## src/rtl/dual_port_tpram_if.sv

```systemverilog
// Signal bundle for the two independent ports of dual_port_tpram.
// The master modport drives the ports; the slave modport is the RAM side.
interface dual_port_tpram_if #(
  parameter int aw = 5,
  parameter int dw = 16
) ();
  logic          ce_a;
  logic          we_a;
  logic          oe_a;
  logic [aw-1:0] addr_a;
  logic [dw-1:0] di_a;
  logic [dw-1:0] do_a;

  logic          ce_b;
  logic          we_b;
  logic          oe_b;
  logic [aw-1:0] addr_b;
  logic [dw-1:0] di_b;
  logic [dw-1:0] do_b;

  modport master (
    output ce_a, we_a, oe_a, addr_a, di_a,
    output ce_b, we_b, oe_b, addr_b, di_b,
    input  do_a, do_b
  );

  modport slave (
    input  ce_a, we_a, oe_a, addr_a, di_a,
    input  ce_b, we_b, oe_b, addr_b, di_b,
    output do_a, do_b
  );
endinterface

```

## src/rtl/dual_port_tpram.sv

```systemverilog
// Two-port synchronous RAM (2^aw x dw), registered reads, port A wins write collisions.
// Define TPRAM_WRITE_THROUGH_EN for write-first same-port behaviour (default read-first).
module dual_port_tpram #(
  parameter int aw = 5,
  parameter int dw = 16
) (
  input  logic               clk,
  input  logic               rst,
  dual_port_tpram_if.slave   bus
);
  localparam int depth = 1 << aw;

  logic [dw-1:0] mem [depth];
  logic [dw-1:0] dout_a_d, dout_a_q;
  logic [dw-1:0] dout_b_d, dout_b_q;
  logic          wr_a, wr_b;

  // B's write is dropped when A writes the same word, so no mixed data lands.
  assign wr_a = bus.ce_a & bus.we_a;
  assign wr_b = bus.ce_b & bus.we_b & ~(wr_a & (bus.addr_a == bus.addr_b));

  always_ff @(posedge clk) begin
    if (wr_a) mem[bus.addr_a] <= bus.di_a;
    if (wr_b) mem[bus.addr_b] <= bus.di_b;
  end

  always_comb begin
    dout_a_d = dout_a_q;
    dout_b_d = dout_b_q;
    if (bus.ce_a) begin
`ifdef TPRAM_WRITE_THROUGH_EN
      dout_a_d = bus.we_a ? bus.di_a : mem[bus.addr_a];
`else
      dout_a_d = mem[bus.addr_a];
`endif
    end
    if (bus.ce_b) begin
`ifdef TPRAM_WRITE_THROUGH_EN
      dout_b_d = bus.we_b ? bus.di_b : mem[bus.addr_b];
`else
      dout_b_d = mem[bus.addr_b];
`endif
    end
  end

  // Reset clears only the output registers; the array keeps its contents.
  always_ff @(posedge clk) begin
    if (!rst) begin
      dout_a_q <= '0;
      dout_b_q <= '0;
    end else begin
      dout_a_q <= dout_a_d;
      dout_b_q <= dout_b_d;
    end
  end

  assign bus.do_a = bus.oe_a ? dout_a_q : '0;
  assign bus.do_b = bus.oe_b ? dout_b_q : '0;
endmodule

```

## src/flat_wrapper.sv

```systemverilog
// flat-port wrapper written by rule: the top's interface ports become plain ports
module dual_port_tpram_flat 
#(
  parameter int aw = 5,
  parameter int dw = 16
)
  (clk, rst, bus_ce_a, bus_we_a, bus_oe_a, bus_addr_a, bus_di_a, bus_ce_b, bus_we_b, bus_oe_b, bus_addr_b, bus_di_b, bus_do_a, bus_do_b);
  dual_port_tpram_if #(.aw(aw), .dw(dw)) bus_i ();
  input  logic clk;
  input  logic rst;
  input wire logic [$bits(bus_i.ce_a)-1:0] bus_ce_a;
  input wire logic [$bits(bus_i.we_a)-1:0] bus_we_a;
  input wire logic [$bits(bus_i.oe_a)-1:0] bus_oe_a;
  input wire logic [$bits(bus_i.addr_a)-1:0] bus_addr_a;
  input wire logic [$bits(bus_i.di_a)-1:0] bus_di_a;
  input wire logic [$bits(bus_i.ce_b)-1:0] bus_ce_b;
  input wire logic [$bits(bus_i.we_b)-1:0] bus_we_b;
  input wire logic [$bits(bus_i.oe_b)-1:0] bus_oe_b;
  input wire logic [$bits(bus_i.addr_b)-1:0] bus_addr_b;
  input wire logic [$bits(bus_i.di_b)-1:0] bus_di_b;
  output wire logic [$bits(bus_i.do_a)-1:0] bus_do_a;
  output wire logic [$bits(bus_i.do_b)-1:0] bus_do_b;
  assign bus_i.ce_a = bus_ce_a;
  assign bus_i.we_a = bus_we_a;
  assign bus_i.oe_a = bus_oe_a;
  assign bus_i.addr_a = bus_addr_a;
  assign bus_i.di_a = bus_di_a;
  assign bus_i.ce_b = bus_ce_b;
  assign bus_i.we_b = bus_we_b;
  assign bus_i.oe_b = bus_oe_b;
  assign bus_i.addr_b = bus_addr_b;
  assign bus_i.di_b = bus_di_b;
  assign bus_do_a = bus_i.do_a;
  assign bus_do_b = bus_i.do_b;
  dual_port_tpram #(.aw(aw), .dw(dw)) u_core (.clk(clk), .rst(rst), .bus(bus_i));
endmodule
```

## config.mk

```make
export PLATFORM = sky130hd
export DESIGN_NAME = dual_port_tpram_flat
export DESIGN_NICKNAME = d
export VERILOG_FILES = /design/src/rtl/dual_port_tpram_if.sv /design/src/rtl/dual_port_tpram.sv /design/src/flat_wrapper.sv
export SDC_FILE = /design/constraint.sdc
export NUM_CORES = 1
export LEC_CHECK = 0
export BUFFER_PORTS_ARGS = -buffer_cell sky130_fd_sc_hd__buf_4
export CORE_ASPECT_RATIO = 1.1
export CORE_UTILIZATION = 43
export CTS_CLUSTER_SIZE = 30
export DETAILED_ROUTE_END_ITERATION = 12
export GPL_ROUTABILITY_DRIVEN = 1
export PLACE_DENSITY = 0.63
export SETUP_SLACK_MARGIN = 0.4
export SLEW_MARGIN = 30
export SYNTH_ARGS = -nofsm -noshare
export SYNTH_HDL_FRONTEND = slang
export SYNTH_SLANG_ARGS = --single-unit
```

## constraint.sdc

```tcl
create_clock -name clk -period 3.86 [get_ports clk]
set_input_delay 0.772 -clock clk [delete_from_list [all_inputs] [get_ports clk]]
set_output_delay 0.772 -clock clk [all_outputs]
set_load 0.005 [all_outputs]
```

==> run summary <==
Clock-pin slew on the worst setup and hold paths - 60 ps
WP data arrival - 3050 ps
Synth Area in Simple Gates - 0.0313
CTS buffer count - 57
# DRC - 0
Drt first pass iters - 6
WHS Endpoint - u_core.dout_b_q[0]$_SDFFE_PN0P_
Initial Util - 0.438
Slew HR - 0.330
Critical path endpoint category - flop
Adder-cell share of the synthesized area - 0
Final GP Congestion - 0.943
Maximum vdd drop - 0.000325 V
Worst r2r path cells - 4
Clock latency at the later pin of the worst-skew pair - 620 ps
Max-cap violation count - 0
Min-delay src - u_core.dout_b_q[0]$_SDFFE_PN0P_
Post-DP HPWL - 71,400 µm
Kind of critical path - input port to flop
Final wirelength - 108,000 µm
Total number of vias - 21,300
Die footprint - 76,100 µm²
Total negative setup slack - 0 ps
Vias in the first global route - 21,200
Synth Register Bits - 544
DRT antenna net count - 0
Synth Area in Compound Gates - 0.0763
Nets - 2,158
Post-CTS Repair Setup Buffers - 0
Reg2reg setup slack - 1820 ps
Setup WS post-layout - 1050 ps
Layout cell share with drive strength beyond 1 - 0.497
Area Growth Syn to Fin - 11.8%
Total I/O pin count - 82
Hold Crit Class - flop to flop
Routed length per instance - 34.6 µm
Least-Margin Pin Slew - 1010 ps
Mux contribution to synthesized area - 0.354
Post-Synth XOR/XNOR Area - 0.00136
Final period utilization - 0.728
Setup Skew - 15.9 ps
Syn nets - 2,161
Hold-fix buffers, CTS - 0
DR iter-0 viols - 2,649
CTS Buffer Depth - 3
Largest family of logic cells by synthesized area - multiplexers
Power Density - 390 nW/µm²
Finished layout cell area - 36,000 µm²
Final Setup Violations - 0
Register area share after synthesis - 0.497
Final Hold Fails - 0
Req. time, crit path - 4100 ps
Post-synth EDFFs - 512
CTS resizes - 0
Pleak - 11.8 nW
Main synth FF type - edfxtp_1
Buffers added on ports - 81
Fin crit period - 2810 ps
Die width - 263 µm
Status - finished, final reports clean
RSZ-0062 raised after global routing - false
Mean Syn Cell Area - 15.3 µm²
First-pass GRT wire length - 154,000 µm
DP Worst Slack - 354 ps
Placed inst area - 34,000 µm²
CTS Root Buffer Type - clkbuf_16
Synthesized area - 32,200 µm²
Die height - 289 µm
Routed vias/inst - 6.83
CTS H-tree lvls - 2
Worst setup startpoint - bus_addr_a[1]
Tot GR Track Use - 0.280
CP max FO - 24
Largest net degree at the start of global routing - 128
Total congestion overflow - 0
Worst R2R End - u_core.dout_a_q[5]$_SDFFE_PN0P_
# clock sinks - 544
Post-synth cell types - 57
Async set-or-reset flop fraction in the synthesized netlist - 0
Core Area - 73,700 µm²
Fin. max-slew vios - 0
Worst r2r src - u_core.mem[17][5]$_DFFE_PP_
Fmax - 0.356 GHz
Hold Path Stages - 2
Initial antenna violation count - 3
Syn. warnings - 0
TritonCTS clock tree - yes
Crit start category - input port
Cell count after synthesis - 2,111
Site Rows - 104
-- metal layers --
layer	up-vias	part of all wire	track usage
met5	-	0.00012	0
met4	2	0.045	0.113
met3	250	0.089	0.0571
met2	1207	0.49	0.470
met1	11200	0.38	0.355
li1	8558	-	-
-- where the power goes --
group          internal [W]  leakage (nW)  switching (W)  total [W]
clock               0.00339         0.951        0.00244    0.00583
combinational      0.000675          5.97       0.000940    0.00162
sequential          0.00656          4.88      0.0000599    0.00662
total                0.0106          11.8        0.00344     0.0141
-- state kept, by name (all words and copies together) (netlist names) --
signal / count
u_core.dout_a_q: 16
u_core.dout_b_q: 16
u_core.mem: 512
-- how the worst max path moves through the flow --
stage / depth (start not counted) / endpoint / slack [ps]
6_report: 6 / u_core.mem[1][12]$_DFFE_PP_ / 1050
2_1_floorplan: 6 / u_core.mem[8][0]$_DFFE_PP_ / 380
3_5_place_dp: 6 / u_core.mem[29][11]$_DFFE_PP_ / 350
3_3_place_gp: 7 / u_core.mem[18][13]$_DFFE_PP_ / 370
5_1_grt: 6 / u_core.mem[1][5]$_DFFE_PP_ / 990
4_1_cts: 6 / u_core.mem[29][5]$_DFFE_PP_ / 1000
-- area by class of cell --
type,instances,area [µm²]
fillers,6258,37600
flip-flops and latches,544,16000
multi-input cells,1307,15100
repair buffers,195,1730
clock buffers,65,1500
well taps,954,1190
clock inverters,42,449
inverters,3,11.3
diodes,1,2.50
-- synth_stat cells, types with 2 or more instances --
cell | instances | area share
mux2_2 | 513 | 0.18
edfxtp_1 | 512 | 0.48
mux4_2 | 194 | 0.14
clkbuf_1 | 146 | 0.017
mux2i_1 | 124 | 0.039
buf_2 | 52 | 0.0081
o21ai_0 | 52 | 0.0081
a22oi_1 | 40 | 0.0093
nor2_1 | 34 | 0.0040
a22o_1 | 33 | 0.0090
and2_1 | 33 | 0.0064
dfxtp_1 | 32 | 0.020
a31oi_1 | 31 | 0.0060
o22ai_1 | 30 | 0.0058
a211oi_4 | 28 | 0.017
o21bai_1 | 28 | 0.0065
buf_4 | 25 | 0.0058
buf_6 | 23 | 0.0080
nand2_1 | 22 | 0.0026
nor3_1 | 15 | 0.0023
a21o_1 | 13 | 0.0030
a211oi_1 | 12 | 0.0028
o221ai_1 | 12 | 0.0033
buf_1 | 11 | 0.0013
nand3b_1 | 10 | 0.0023
a21oi_1 | 9 | 0.0014
nor3b_1 | 7 | 0.0016
and3b_1 | 6 | 0.0016
nand3_1 | 5 | 0.00078
or3_1 | 5 | 0.00097
or4b_2 | 5 | 0.0016
xor2_1 | 5 | 0.0014
a211o_1 | 4 | 0.0011
nand4b_1 | 4 | 0.0011
nor4_1 | 4 | 0.00078
and3_1 | 3 | 0.00058
nand4bb_1 | 3 | 0.0010
inv_1 | 2 | 0.00023
nand4_1 | 2 | 0.00039
nor2b_1 | 2 | 0.00039
o211ai_1 | 2 | 0.00047
o32ai_1 | 2 | 0.00054
or4_1 | 2 | 0.00047
-- worst max-delay path, stage by stage --
cell and delay [ps]:
clkbuf_8 260, xor2_1 300, nor4_4 100, buf_12 180, a211oi_4 840, o21bai_2 560
-- cells by family after synthesis --
| kind of cell | Yosys count |
|---|---|
| XOR/XNOR | 5 |
| multiplexers | 832 |
| buffers and inverters | 260 |
| AO/OA/AOI/OAI | 302 |
| AND/OR/NAND/NOR | 168 |
| flip-flops | 544 |
-- layout by cell type, fill, tap and decap left out, types with 19 or more instances in the layout --
| cell | synthesis | layout |
|---|---|---|
| mux4_2 | 194 | 194 |
| dfxtp_1 | 32 | 32 |
| o21ai_0 | 52 | 48 |
| edfxtp_1 | 512 | 512 |
| clkinv_2 | 0 | 19 |
| a22o_1 | 33 | 33 |
| a22oi_1 | 40 | 40 |
| o21bai_2 | 0 | 20 |
| mux2i_1 | 124 | 124 |
| nand2_1 | 22 | 22 |
| clkbuf_16 | 0 | 59 |
| buf_4 | 25 | 170 |
| mux2_2 | 513 | 513 |
| nor2_1 | 34 | 33 |
| and2_1 | 33 | 33 |
| a31oi_1 | 31 | 31 |
| o22ai_1 | 30 | 30 |
| a211oi_4 | 28 | 28 |
-- metrics by stage --
step	total power (W)	hold slack, ps	instances	utilization
after floorplan	0.00775	495	2111	-
after global placement	0.00829	516	2997	0.460
after detailed placement	0.00832	522	2998	0.461
after CTS	0.0141	532	3105	0.488
after global routing	0.0144	546	3110	0.489
final	0.0141	538	3111	0.489
No activity file was read; power rests on OpenSTA's default activity.
